===== config.mk =====
export PLATFORM = sky130hd
export DESIGN_NAME = axi_rd_arbiter_flat
export DESIGN_NICKNAME = d
export VERILOG_FILES = /design/src/rtl/axi_rd_arbiter_if.sv /design/src/rtl/axi_rd_arbiter.sv /design/src/flat_wrapper.sv
export SDC_FILE = /design/constraint.sdc
export NUM_CORES = 1
export LEC_CHECK = 0
export CAP_MARGIN = 20
export CORE_UTILIZATION = 29
export CTS_CLUSTER_SIZE = 8
export DETAILED_ROUTE_END_ITERATION = 8
export PLACE_DENSITY = 0.78
export SLEW_MARGIN = 20
export SYNTH_ARGS = -nofsm -noshare
export SYNTH_HDL_FRONTEND = slang
export SYNTH_SLANG_ARGS = --single-unit

===== constraint.sdc =====
create_clock -name aclk -period 1.6 [get_ports aclk]
set_input_delay 0.32 -clock aclk [delete_from_list [all_inputs] [get_ports aclk]]
set_output_delay 0.32 -clock aclk [all_outputs]
set_load 0.05 [all_outputs]

===== src/rtl/axi_rd_arbiter_if.sv =====
// ---------------------------------------------------------------------------
// axi_rd_arbiter_if
//
// Read-only AXI3 bus between the IF-stage read arbiter and the external
// interconnect. Only the AR and R channels exist, because the instruction
// side never writes.
//
// Signals:
//   AR channel : arid[3:0], araddr[ADDR_W-1:0], arlen[3:0], arsize[2:0],
//                arburst[1:0], arlock[1:0], arcache[3:0], arprot[2:0],
//                arvalid, arready
//   R channel  : rid[3:0], rdata[DATA_W-1:0], rresp[1:0], rlast, rvalid,
//                rready
//
// Modports:
//   master : the arbiter side (drives AR and rready)
//   slave  : the interconnect side (drives arready and R)
// ---------------------------------------------------------------------------
interface axi_rd_arbiter_if #(
  parameter int ADDR_W = 32,
  parameter int DATA_W = 32
);

  logic [3:0]        arid;
  logic [ADDR_W-1:0] araddr;
  logic [3:0]        arlen;
  logic [2:0]        arsize;
  logic [1:0]        arburst;
  logic [1:0]        arlock;
  logic [3:0]        arcache;
  logic [2:0]        arprot;
  logic              arvalid;
  logic              arready;

  logic [3:0]        rid;
  logic [DATA_W-1:0] rdata;
  logic [1:0]        rresp;
  logic              rlast;
  logic              rvalid;
  logic              rready;

  modport master (
    output arid, araddr, arlen, arsize, arburst, arlock, arcache, arprot,
    output arvalid,
    input  arready,
    input  rid, rdata, rresp, rlast, rvalid,
    output rready
  );

  modport slave (
    input  arid, araddr, arlen, arsize, arburst, arlock, arcache, arprot,
    input  arvalid,
    output arready,
    output rid, rdata, rresp, rlast, rvalid,
    input  rready
  );

endinterface


===== src/rtl/axi_rd_arbiter.sv =====
// ---------------------------------------------------------------------------
// axi_rd_arbiter
//
// Shares one AXI3 read master among the three instruction-side requesters:
//   0 = icache refill, 1 = uncached fetch, 2 = icache prefetch buffer.
// Exactly one read is in flight at a time. The grant is fixed priority
// (0 > 1 > 2), except that prefetch is forced through once it has been
// passed over STARVE_LIMIT times in a row. R beats are steered back to the
// granted requester using the latched grant, never the returned rid.
//
// Ports:
//   aclk, aresetn    : clock, asynchronous active-low reset
//   req_arvalid[3]   : per-requester read request
//   req_araddr       : 3 x ADDR_W addresses, slice i = requester i
//   req_arlen        : 3 x 4 burst length minus one
//   req_arsize       : 3 x 3 beat size
//   req_arready[3]   : address accepted (only the granted bit can be set)
//   req_rvalid[3]    : read beat valid (only the granted bit can be set)
//   req_rready[3]    : per-requester beat accept
//   req_rdata/rresp/rlast : shared read beat payload
//   axi              : AXI3 read master port (AR + R channels)
// ---------------------------------------------------------------------------
module axi_rd_arbiter #(
  parameter int ADDR_W       = 32,
  parameter int DATA_W       = 32,
  parameter int STARVE_LIMIT = 8
) (
  input  logic                aclk,
  input  logic                aresetn,
  input  logic [2:0]          req_arvalid,
  input  logic [3*ADDR_W-1:0] req_araddr,
  input  logic [3*4-1:0]      req_arlen,
  input  logic [3*3-1:0]      req_arsize,
  output logic [2:0]          req_arready,
  output logic [2:0]          req_rvalid,
  input  logic [2:0]          req_rready,
  output logic [DATA_W-1:0]   req_rdata,
  output logic [1:0]          req_rresp,
  output logic                req_rlast,
  axi_rd_arbiter_if.master    axi
);

  localparam int CNT_W = $clog2(STARVE_LIMIT + 1);

  typedef enum logic [1:0] {
    IDLE = 2'd0,
    ADDR = 2'd1,
    DATA = 2'd2
  } state_t;

  state_t            state, state_nxt;
  logic [1:0]        g, g_nxt;
  logic [CNT_W-1:0]  starve_cnt, starve_cnt_nxt;
  logic [ADDR_W-1:0] lat_addr, lat_addr_nxt;
  logic [3:0]        lat_len, lat_len_nxt;
  logic [2:0]        lat_size, lat_size_nxt;

  logic [1:0]        pick;
  logic              starved;
  logic [2:0]        g_onehot;

  // rid is deliberately ignored: routing always follows the latched grant.
  logic              unused_rid;
  assign unused_rid = ^axi.rid;

  // Candidate grant for the next IDLE cycle. The starvation compare uses
  // the counter value before this grant updates it.
  always_comb begin
    starved = (starve_cnt == CNT_W'(STARVE_LIMIT)) && req_arvalid[2];
    if (starved) begin
      pick = 2'd2;
    end else if (req_arvalid[0]) begin
      pick = 2'd0;
    end else if (req_arvalid[1]) begin
      pick = 2'd1;
    end else begin
      pick = 2'd2;
    end
  end

  assign g_onehot = 3'b001 << g;

  // State, grant, starvation counter and latched AR fields.
  always_ff @(posedge aclk or negedge aresetn) begin
    if (!aresetn) begin
      state      <= IDLE;
      g          <= 2'd0;
      starve_cnt <= '0;
      lat_addr   <= '0;
      lat_len    <= '0;
      lat_size   <= '0;
    end else begin
      state      <= state_nxt;
      g          <= g_nxt;
      starve_cnt <= starve_cnt_nxt;
      lat_addr   <= lat_addr_nxt;
      lat_len    <= lat_len_nxt;
      lat_size   <= lat_size_nxt;
    end
  end

  // Next-state and handshake steering. arvalid and rready come straight
  // from the state register, so an asynchronous reset drops them at once.
  always_comb begin
    state_nxt      = state;
    g_nxt          = g;
    starve_cnt_nxt = starve_cnt;
    lat_addr_nxt   = lat_addr;
    lat_len_nxt    = lat_len;
    lat_size_nxt   = lat_size;
    axi.arvalid    = 1'b0;
    axi.rready     = 1'b0;
    req_arready    = 3'b000;
    req_rvalid     = 3'b000;

    case (state)
      IDLE: begin
        if (|req_arvalid) begin
          state_nxt    = ADDR;
          g_nxt        = pick;
          lat_addr_nxt = req_araddr[int'(pick)*ADDR_W +: ADDR_W];
          lat_len_nxt  = req_arlen[int'(pick)*4 +: 4];
          lat_size_nxt = req_arsize[int'(pick)*3 +: 3];
          // Prefetch only counts as starved while it is actually asking.
          if (pick == 2'd2) begin
            starve_cnt_nxt = '0;
          end else if (req_arvalid[2] && (starve_cnt != CNT_W'(STARVE_LIMIT))) begin
            starve_cnt_nxt = starve_cnt + CNT_W'(1);
          end
        end
      end

      ADDR: begin
        axi.arvalid = 1'b1;
        req_arready = g_onehot & {3{axi.arready}};
        if (axi.arready) begin
          state_nxt = DATA;
        end
      end

      DATA: begin
        req_rvalid = g_onehot & {3{axi.rvalid}};
        axi.rready = |(g_onehot & req_rready);
        if (axi.rvalid && axi.rready && axi.rlast) begin
          state_nxt = IDLE;
        end
      end

      default: begin
        state_nxt = IDLE;
      end
    endcase
  end

  assign axi.arid    = {2'b00, g};
  assign axi.araddr  = lat_addr;
  assign axi.arlen   = lat_len;
  assign axi.arsize  = lat_size;
  assign axi.arburst = 2'b01;
  assign axi.arlock  = 2'b00;
  assign axi.arcache = 4'h0;
  assign axi.arprot  = 3'h0;

  assign req_rdata   = axi.rdata;
  assign req_rresp   = axi.rresp;
  assign req_rlast   = axi.rlast;

endmodule


===== src/flat_wrapper.sv =====
// flat-port wrapper written by rule: the top's interface ports become plain ports
module axi_rd_arbiter_flat 
#(
  parameter int ADDR_W       = 32,
  parameter int DATA_W       = 32,
  parameter int STARVE_LIMIT = 8
)
  (aclk, aresetn, req_arvalid, req_araddr, req_arlen, req_arsize, req_arready, req_rvalid, req_rready, req_rdata, req_rresp, req_rlast, axi_arid, axi_araddr, axi_arlen, axi_arsize, axi_arburst, axi_arlock, axi_arcache, axi_arprot, axi_arvalid, axi_arready, axi_rid, axi_rdata, axi_rresp, axi_rlast, axi_rvalid, axi_rready);
  axi_rd_arbiter_if #(.ADDR_W(ADDR_W), .DATA_W(DATA_W)) axi_i ();
  input  logic aclk;
  input  logic aresetn;
  input  logic [2:0] req_arvalid;
  input  logic [3*ADDR_W-1:0] req_araddr;
  input  logic [3*4-1:0] req_arlen;
  input  logic [3*3-1:0] req_arsize;
  output logic [2:0] req_arready;
  output logic [2:0] req_rvalid;
  input  logic [2:0] req_rready;
  output logic [DATA_W-1:0] req_rdata;
  output logic [1:0] req_rresp;
  output logic req_rlast;
  output wire logic [$bits(axi_i.arid)-1:0] axi_arid;
  output wire logic [$bits(axi_i.araddr)-1:0] axi_araddr;
  output wire logic [$bits(axi_i.arlen)-1:0] axi_arlen;
  output wire logic [$bits(axi_i.arsize)-1:0] axi_arsize;
  output wire logic [$bits(axi_i.arburst)-1:0] axi_arburst;
  output wire logic [$bits(axi_i.arlock)-1:0] axi_arlock;
  output wire logic [$bits(axi_i.arcache)-1:0] axi_arcache;
  output wire logic [$bits(axi_i.arprot)-1:0] axi_arprot;
  output wire logic [$bits(axi_i.arvalid)-1:0] axi_arvalid;
  input wire logic [$bits(axi_i.arready)-1:0] axi_arready;
  input wire logic [$bits(axi_i.rid)-1:0] axi_rid;
  input wire logic [$bits(axi_i.rdata)-1:0] axi_rdata;
  input wire logic [$bits(axi_i.rresp)-1:0] axi_rresp;
  input wire logic [$bits(axi_i.rlast)-1:0] axi_rlast;
  input wire logic [$bits(axi_i.rvalid)-1:0] axi_rvalid;
  output wire logic [$bits(axi_i.rready)-1:0] axi_rready;
  assign axi_arid = axi_i.arid;
  assign axi_araddr = axi_i.araddr;
  assign axi_arlen = axi_i.arlen;
  assign axi_arsize = axi_i.arsize;
  assign axi_arburst = axi_i.arburst;
  assign axi_arlock = axi_i.arlock;
  assign axi_arcache = axi_i.arcache;
  assign axi_arprot = axi_i.arprot;
  assign axi_arvalid = axi_i.arvalid;
  assign axi_i.arready = axi_arready;
  assign axi_i.rid = axi_rid;
  assign axi_i.rdata = axi_rdata;
  assign axi_i.rresp = axi_rresp;
  assign axi_i.rlast = axi_rlast;
  assign axi_i.rvalid = axi_rvalid;
  assign axi_rready = axi_i.rready;
  axi_rd_arbiter #(.ADDR_W(ADDR_W), .DATA_W(DATA_W), .STARVE_LIMIT(STARVE_LIMIT)) u_core (.aclk(aclk), .aresetn(aresetn), .req_arvalid(req_arvalid), .req_araddr(req_araddr), .req_arlen(req_arlen), .req_arsize(req_arsize), .req_arready(req_arready), .req_rvalid(req_rvalid), .req_rready(req_rready), .req_rdata(req_rdata), .req_rresp(req_rresp), .req_rlast(req_rlast), .axi(axi_i));
endmodule

# Yosys cells after proc, flatten, opt, wreduce, memory -nomap -nowiden
# Index checks and enable logic that the tools add are counted.
# W data, S select, Z words.
[classes]
add_sub_neg = 1
mul = 1
n_div = 0
order_cmp = 0
eq_ne = 8
shift = 4
muxes = 13
bitwise = 3
n_reduce_logical = 11
[ops]
columns = ["op", "count"]
rows = [
  ["$shiftx A96 B8 Y32", 1],
  ["$shiftx A9 B32 Y3", 1],
  ["$mux W2", 6],
  ["$shiftx A12 B5 Y4", 1],
  ["$and A3 B3 Y3", 3],
  ["$mux W4", 2],
  ["$mux W3", 2],
  ["$pmux W2 S3", 1],
  ["$reduce_and A3 Y1", 2],
  ["$reduce_or A3 Y1", 2],
  ["$add A4 B1 Y4 const B", 1],
  ["$eq A2 B2 Y1 const B", 2],
  ["$eq A4 B4 Y1 const B", 1],
  ["$logic_and A1 B1 Y1", 4],
  ["$mul A2 B2 Y4 const B", 1],
  ["$ne A2 B1 Y1 const B", 2],
  ["$ne A4 B4 Y1 const B", 1],
  ["$shl A1 B2 Y3 const A", 1],
  ["$eq A2 B1 Y1 const B", 1],
  ["$logic_not A2 Y1", 1],
  ["$mux W1", 2],
  ["$ne A2 B2 Y1 const B", 1],
  ["$reduce_and A2 Y1", 1],
  ["$reduce_bool A2 Y1", 1],
]
[totals]
register_bits = 47
latchBits = 0
ram_bits = 0
romBits = 0
out_inout_bits = 97
wordCells = 47
n_memories = 0

# Depth between registers and ports, before layout
# Gate-level depths: netlist of run 1.
[logic_depth]
depth_word = 7
depth_mapped = 8
ltp_nobuf = 6

# Least setup slack after synthesis of run 1
# No wires, ideal clock.
[synth_timing]
kind = "reg2out"
start = "register u_core.state[1]"
end = "output port req_arready[0]"
t_arrival_ps = 2109
required_ps = 1280
slack_ps = -829
stages_incl_launch_ff = 5
path_cell_list = "dfrtp_1 > nand2b_1 > inv_1 > nand2_1 > nor3_1"
[synth_between]
elab_chain_cells = 2
[synth_rtl]
columns = ["element", "line_no", "text"]
rows = [
  ["start: declaration", "axi_rd_arbiter.sv:51", "state_t state, state_nxt;"],
  ["start signal: assignment", "axi_rd_arbiter.sv:93", "state <= state_nxt;"],
  ["$eq A2 B1 Y1", "axi_rd_arbiter.sv:116", "case (state)"],
  ["$mux W3", "axi_rd_arbiter.sv:116", ""],
  ["end: declaration", "flat_wrapper.sv:16", "output logic [2:0] req_arready;"],
]
# No other way between the ends.

# Final worst setup path of run 1
[layout_timing]
start = "register u_core.state[0]"
end = "output port req_rvalid[0]"
[layout_between]
elab_chain_cells = 2
[layout_rtl]
columns = ["element", "line_no", "text"]
rows = [
  ["$eq A2 B2 Y1", "axi_rd_arbiter.sv:116", ""],
  ["$mux W3", "axi_rd_arbiter.sv:116", ""],
  ["end: declaration", "flat_wrapper.sv:17", "output logic [2:0] req_rvalid;"],
]
# No other way between the ends.

==> results of run 1 <==
layout by cell type (no fill, tap or decap), types with 2 or more instances in the layout:
| master | count |
|---|---|
| clkdlybuf4s50_1 | 126 |
| buf_4 | 57 |
| dfrtp_1 | 45 |
| nand2_1 | 41 |
| o22a_1 | 38 |
| o21ai_1 | 34 |
| o22ai_1 | 30 |
| buf_12 | 16 |
| conb_1 | 13 |
| o22ai_2 | 9 |
| clkbuf_8 | 6 |
| buf_6 | 6 |
| o21ai_2 | 5 |
| nor2_4 | 4 |
| nor2_1 | 4 |
| nand2b_4 | 3 |
| o21ai_0 | 3 |
| inv_2 | 2 |
| nor3_4 | 2 |
| inv_1 | 2 |
| xor2_1 | 2 |
| buf_8 | 2 |
power by group through the flow:
stage	sequential, mW	combinational (mW)	clock (mW)
final	2.18	5.65	0.887
after global routing	2.25	5.97	0.988
after CTS	2.17	5.55	0.933
after detailed placement	2.20	5.39	0
after global placement	2.18	5.30	0
after floorplan	3.97	2.03	0
critical path: stages (launching register included):
cell and delay [ns]:
dfrtp_1 0.39, buf_6 0.13, nand3b_1 0.23, nor3_4 0.28, buf_12 0.17
per-stage QoR:
| step | total power [mW] | std cells | hold WS, ns | setup TNS, ns |
|---|---|---|---|---|
| 2_1_floorplan | 6.002 | 337 | 0.02441 | -0.09144 |
| 3_3_place_gp | 7.485 | 594 | 0.2559 | -11.87 |
| 3_5_place_dp | 7.594 | 594 | 0.2565 | -13.23 |
| 4_1_cts | 8.654 | 609 | 0.4878 | -0.9919 |
| 5_1_grt | 9.206 | 613 | 0.5120 | -3.814 |
| 6_report | 8.711 | 613 | 0.4833 | -1.116 |
final cells by class:
| cell class | instances | share of cell area |
|---|---|---|
| Timing Repair Buffer | 209 | 0.4197 |
| Multi-Input combinational cell | 211 | 0.2861 |
| Sequential cell | 47 | 0.2336 |
| Tap cell | 133 | 0.03291 |
| Clock buffer | 6 | 0.01633 |
| Clock inverter | 2 | 0.006929 |
| Inverter | 5 | 0.004454 |
cells by family (layout without fill, tap and decap cells):
group                    Yosys count  in the layout  share of synthesized area
AND/OR/NAND/NOR                   69             69                     0.1089
buffers and inverters             79            222                     0.1973
adder cells (fa/ha/maj)            2              2                   0.008342
XOR/XNOR                           2              2                   0.005842
multiplexers                       1              1                   0.003338
flip-flops                        47             47                     0.3922
other                              2             13                   0.002504
AO/OA/AOI/OAI                    124            124                     0.2816
layer usage:
| layer | vias to the layer above | wire (um) | global-route usage |
|---|---|---|---|
| met4 | 0 | 163 | 0.04286 |
| met5 | - | 0 | 0 |
| li1 | 1424 | - | - |
| met3 | 16 | 678 | 0.04594 |
| met2 | 136 | 4770 | 0.3135 |
| met1 | 1365 | 3648 | 0.1762 |
registers in the layout (all words and copies together) (netlist names):
signal	cells
u_core.axi.arsize	3
u_core.state	2
u_core.axi.arlen	4
u_core.g	2
u_core.axi.araddr	32
u_core.starve_cnt	4
timing repair:
item,in CTS,in global routing
resized for setup,7,21
gates cloned,0,0
pin swaps,6,6
buffers inserted,6,5
hold endpoints to repair,14,0
hold buffers,1,0
endpoints found under the setup margin,26,51
path summary, 6_finish.rpt:
check	from	end	slack, ns	cells past startpoint
max	u_core.state[0]	req_rvalid[0]	-0.21	4
min	u_core.axi.araddr[13]	u_core.axi.araddr[13]	0.48	2
max reg2reg	u_core.state[1]	u_core.axi.araddr[10]	-0.01	5
min in group asynchronous	aresetn	u_core.axi.araddr[3]	0.50	2
max in group asynchronous	aresetn	u_core.g[0]	0.59	3
min reg2reg	u_core.axi.araddr[13]	u_core.axi.araddr[13]	0.48	2
==> metrics.cfg, run 1 <==
[floorplan]
num_rows=36
die_h_um=103.7
boundaryPins=263
dieWidth_um=103.7
initial_utilization=0.3027
die-area_mm2=0.01075
core_mm2=0.009910

[critical_path]
cp.required_ns=1.28
cp-start-kind=flop
cp.arrival_ns=1.49
cp_max_fo=4
end_kind=primary output
worstSetupPathType=flop to primary output

[clock_network]
cts_buffer_depth=2
insertion_delay_ns=0.29
cts.sinks=47
cts-root-buf=clkbuf_8
cts.clk_slew.worst_paths_ns=0.09
ctsHtreeMaxLevel=2
numCtsBuffers=5
cts_tree=built

[place]
hpwl_um=7093
placed_cell_area_mm2=0.004726
place_congestion=0.8304
io_buffers=177
place_ws_ns=-0.3094

[timing]
period_needed_ns=1.809
clock.fmax_ghz=0.5528
rsz0062_at_grt=yes
hold_violations=0
post-route-period-util=1.131
skew_ns=0.005023
drv_slew=0
final-setup-viol-count=10
finalWorstSetupSlack_ns=-0.2089

[detailed_routing]
ant_nets=0
drc=0
via_per_inst=4.798
dr.pass1.iters=4
totalWireLength_um=9261
first_iter_violations=107
vias=2941
wl_per_cell_um=15.11

[synthesis]
syn_area_mm2=0.002999
ys.flop_type=dfrtp_1
yosys.cell_types.count=33
synth_top_area_frac=0.3922
async_flop_share=1.000
ys_ff_latch=47
synth_edf_count=0
synth_top_cell_by_area=dfrtp_1
yosys_warnings=0
synth_seq_area_share=0.3922
synthTopCellsByCount=49 x buf_4, 47 x dfrtp_1, 42 x nand2_1, 40 x o22ai_1, 38 x o22a_1
synthTopCellsByArea=dfrtp_1 39%, buf_4 12%, o22a_1 11%
syn_area_per_cell_um2=9.200
yosysMostFrequentCell=buf_4
synthCells=326

[run]
drv_cap=0

[layout]
fillers=910
utilization=0.5102
regArea_mm2=0.001181
final_area_mm2=0.005056
multi_input_area_mm2=0.001446
layout.nets=647
area_delta_synth_final_pct=68.59
drive_gt1_frac=0.2708
diodes=0

[grt]
globalRouteOverflowTotal=0
grt_max_degree=52
grt_pass1_vias=2985
track_usage=0.1643
grt_pass1_wl_um=14520
antenna_found_initial=0

[pwr]
max-vdd-ir-drop_mv=0.8494
power.internal_mw=4.435
power_density_mw_per_mm2=1723
comb_power_share=0.648
sw_frac_of_total=0.4909
power_frac_seq=0.250
p_clk_frac=0.102
leakage_nw=2.125
p_sw_mw=4.276

[run_status]
violations=negative setup slack
outcome=finished with violations

[hold_path]
hp-class=flop to flop

(Power assumes the default switching activity.)
==> inputs of run 2 (changes only) <==
CTS_BUF_LIST = sky130_fd_sc_hd__clkbuf_16   (was not set)
==> run 2 against run 1 <==
Register-to-register slack hardly changed. Count of clock-buffer cells in the layout is 1 lower. Sequential power barely moved. Via count is 0.17% lower. Core utilization is 0.34 points higher. Final cell count unchanged. The run still ends with negative setup slack left. Global-route usage rose by 0.12 points. Fmax increased by 1.1%.
==> metrics.cfg, run 2 (synthesis results as in run 1) <==
[clock_network]
cts.sinks=47  ; unchanged
ctsHtreeMaxLevel=2  ; unchanged
cts_buffer_depth=2  ; unchanged
cts.clk_slew.worst_paths_ns=0.06  ; was 0.09 ns
insertion_delay_ns=0.28  ; was 0.29 ns
cts_tree=built  ; unchanged
numCtsBuffers=5  ; unchanged
cts-root-buf=clkbuf_16  ; was clkbuf_8

[place]
hpwl_um=7093  ; unchanged
io_buffers=177  ; unchanged
placed_cell_area_mm2=0.004726  ; unchanged
place_congestion=0.8304  ; unchanged
place_ws_ns=-0.3094  ; unchanged

[timing]
post-route-period-util=1.119  ; was 1.131
hold_slack_ns=0.4775  ; was 0.4833 ns
skew_ns=0.004784  ; was 0.005023 ns
drv_slew=0  ; unchanged
rsz0062_at_grt=yes  ; unchanged
period_needed_ns=1.790  ; was 1.809 ns
clock.fmax_ghz=0.5587  ; was 0.5528 GHz
finalWorstSetupSlack_ns=-0.1899  ; was -0.2089 ns
final-setup-viol-count=15  ; was 10
setup_tns_ns=-1.004  ; was -1.116 ns
hold_violations=0  ; unchanged

[run]
drv_cap=0  ; unchanged

[pwr]
power_density_mw_per_mm2=1760  ; was 1723 mW/mm2
total_power_mw=8.961  ; was 8.711 mW
leakage_nw=2.140  ; was 2.125 nW
max-vdd-ir-drop_mv=0.8499  ; was 0.8494 mV

[detailed_routing]
totalWireLength_um=9255  ; was 9261 um
dr.pass1.iters=4  ; unchanged
wl_per_cell_um=15.10  ; was 15.11 um
drc=0  ; unchanged
first_iter_violations=105  ; was 107
vias=2936  ; was 2,941
via_per_inst=4.790  ; was 4.798
ant_nets=0  ; unchanged

[run_status]
violations=negative setup slack  ; unchanged
outcome=finished with violations  ; unchanged

[critical_path]
cp_max_fo=4  ; unchanged
r2r_cells=5  ; unchanged
worstSetupPathType=flop to primary output  ; unchanged
regToRegEndpoint=u_core.axi.araddr[10]  ; unchanged
regToRegSetupSlack_ns=-0.01  ; about the same
cp.arrival_ns=1.47  ; was 1.49 ns
end_kind=primary output  ; unchanged
cp.required_ns=1.28  ; about the same
cp-start-kind=flop  ; unchanged
worstReg2RegStart=u_core.state[1]  ; unchanged

[floorplan]
core_mm2=0.009910  ; unchanged
die-area_mm2=0.01075  ; unchanged
die_h_um=103.7  ; unchanged
num_rows=36  ; unchanged
boundaryPins=263  ; unchanged
initial_utilization=0.3027  ; unchanged
dieWidth_um=103.7  ; unchanged

[layout]
layout.nets=647  ; unchanged
largest_register_ffs=32  ; unchanged
drive_gt1_frac=0.2646  ; was 0.2708
fillers=906  ; was 910
diodes=0  ; unchanged
multi_input_area_mm2=0.001434  ; was 0.001446 mm2
final_cell_mix=126 x clkdlybuf4s50_1, 57 x buf_4, 45 x dfrtp_1  ; unchanged
area_delta_synth_final_pct=69.71  ; was 68.59%
mostFrequentLayoutCell=clkdlybuf4s50_1  ; unchanged
regArea_mm2=0.001181  ; unchanged
final_area_mm2=0.005090  ; was 0.005056 mm2

[grt]
globalRouteOverflowTotal=0  ; unchanged
antenna_found_initial=0  ; unchanged
grt_pass1_vias=3003  ; was 2,985
grt_pass1_wl_um=14580  ; was 14,520 um
grt_max_degree=52  ; unchanged
track_usage=0.1655  ; was 0.1643

[hold_path]
hold_end=u_core.axi.araddr[13]  ; unchanged
holdCritStartpoint=u_core.axi.araddr[13]  ; unchanged
min_path_cells=2  ; unchanged
hp-class=flop to flop  ; unchanged

-- run 2: changes by cell type in the layout (fill, tap and decap cells not counted) --
cell,delta
clkbuf_8,-6
clkbuf_16,+5
o22ai_1,+2
o22ai_2,-2
clkinv_1,+1
-- run 2: worst max path at each step --
stage,from,endpoint,slack [ns],depth (start not counted)
final,u_core.state[0],req_rvalid[0],-0.19,4
after global routing,u_core.state[0],req_rvalid[0],-0.26,4
after CTS,u_core.state[0],req_rvalid[0],-0.20,4
after detailed placement,req_arvalid[2],u_core.starve_cnt[2],-0.31,6
after global placement,req_arvalid[2],u_core.axi.araddr[11],-0.28,6
after floorplan,u_core.state[1],req_arready[0],-0.09,4
-- run 2: critical path: stages, from the launching register on --
cell and delay (ns):
dfrtp_1 0.38, buf_6 0.13, nand3b_1 0.23, nor3_4 0.28, buf_12 0.17
-- run 2: through the flow --
step	util	std cells
2_1_floorplan	-	337
3_3_place_gp	0.4769	594
3_5_place_dp	0.4769	594
4_1_cts	0.5019	609
5_1_grt	0.5136	613
6_report	0.5136	613
-- run 2: where the power goes --
part           switching [mW]  internal (mW)  leakage (nW)
clock                   0.408          0.728        0.0812
combinational            3.51           2.14          1.49
sequential              0.389           1.79         0.571
-- run 2: per-layer routing --
layer / GRT usage / vias up / share of wire
li1: - / 1425 / -
met1: 0.1751 / 1365 / 0.39
met2: 0.3150 / 130 / 0.52
met3: 0.04657 / 16 / 0.071
met4: 0.05102 / 0 / 0.019
met5: 0 / - / 0
-- run 2: what timing repair did --
item	4_1_cts	5_1_grt
hold endpoints to repair	14	0
resized for setup	7	19
hold buffers	1	0
pin swaps	6	6
setup endpoints to repair	26	51
buffers inserted	6	5
-- run 2: final cells by class --
class,instances,area share
clock buffer,5,0.02458
timing repair buffer,209,0.4169
tap,133,0.03269
clock inverter,3,0.007620
inverter,5,0.004425
multi-input combinational,211,0.2817
sequential,47,0.2321
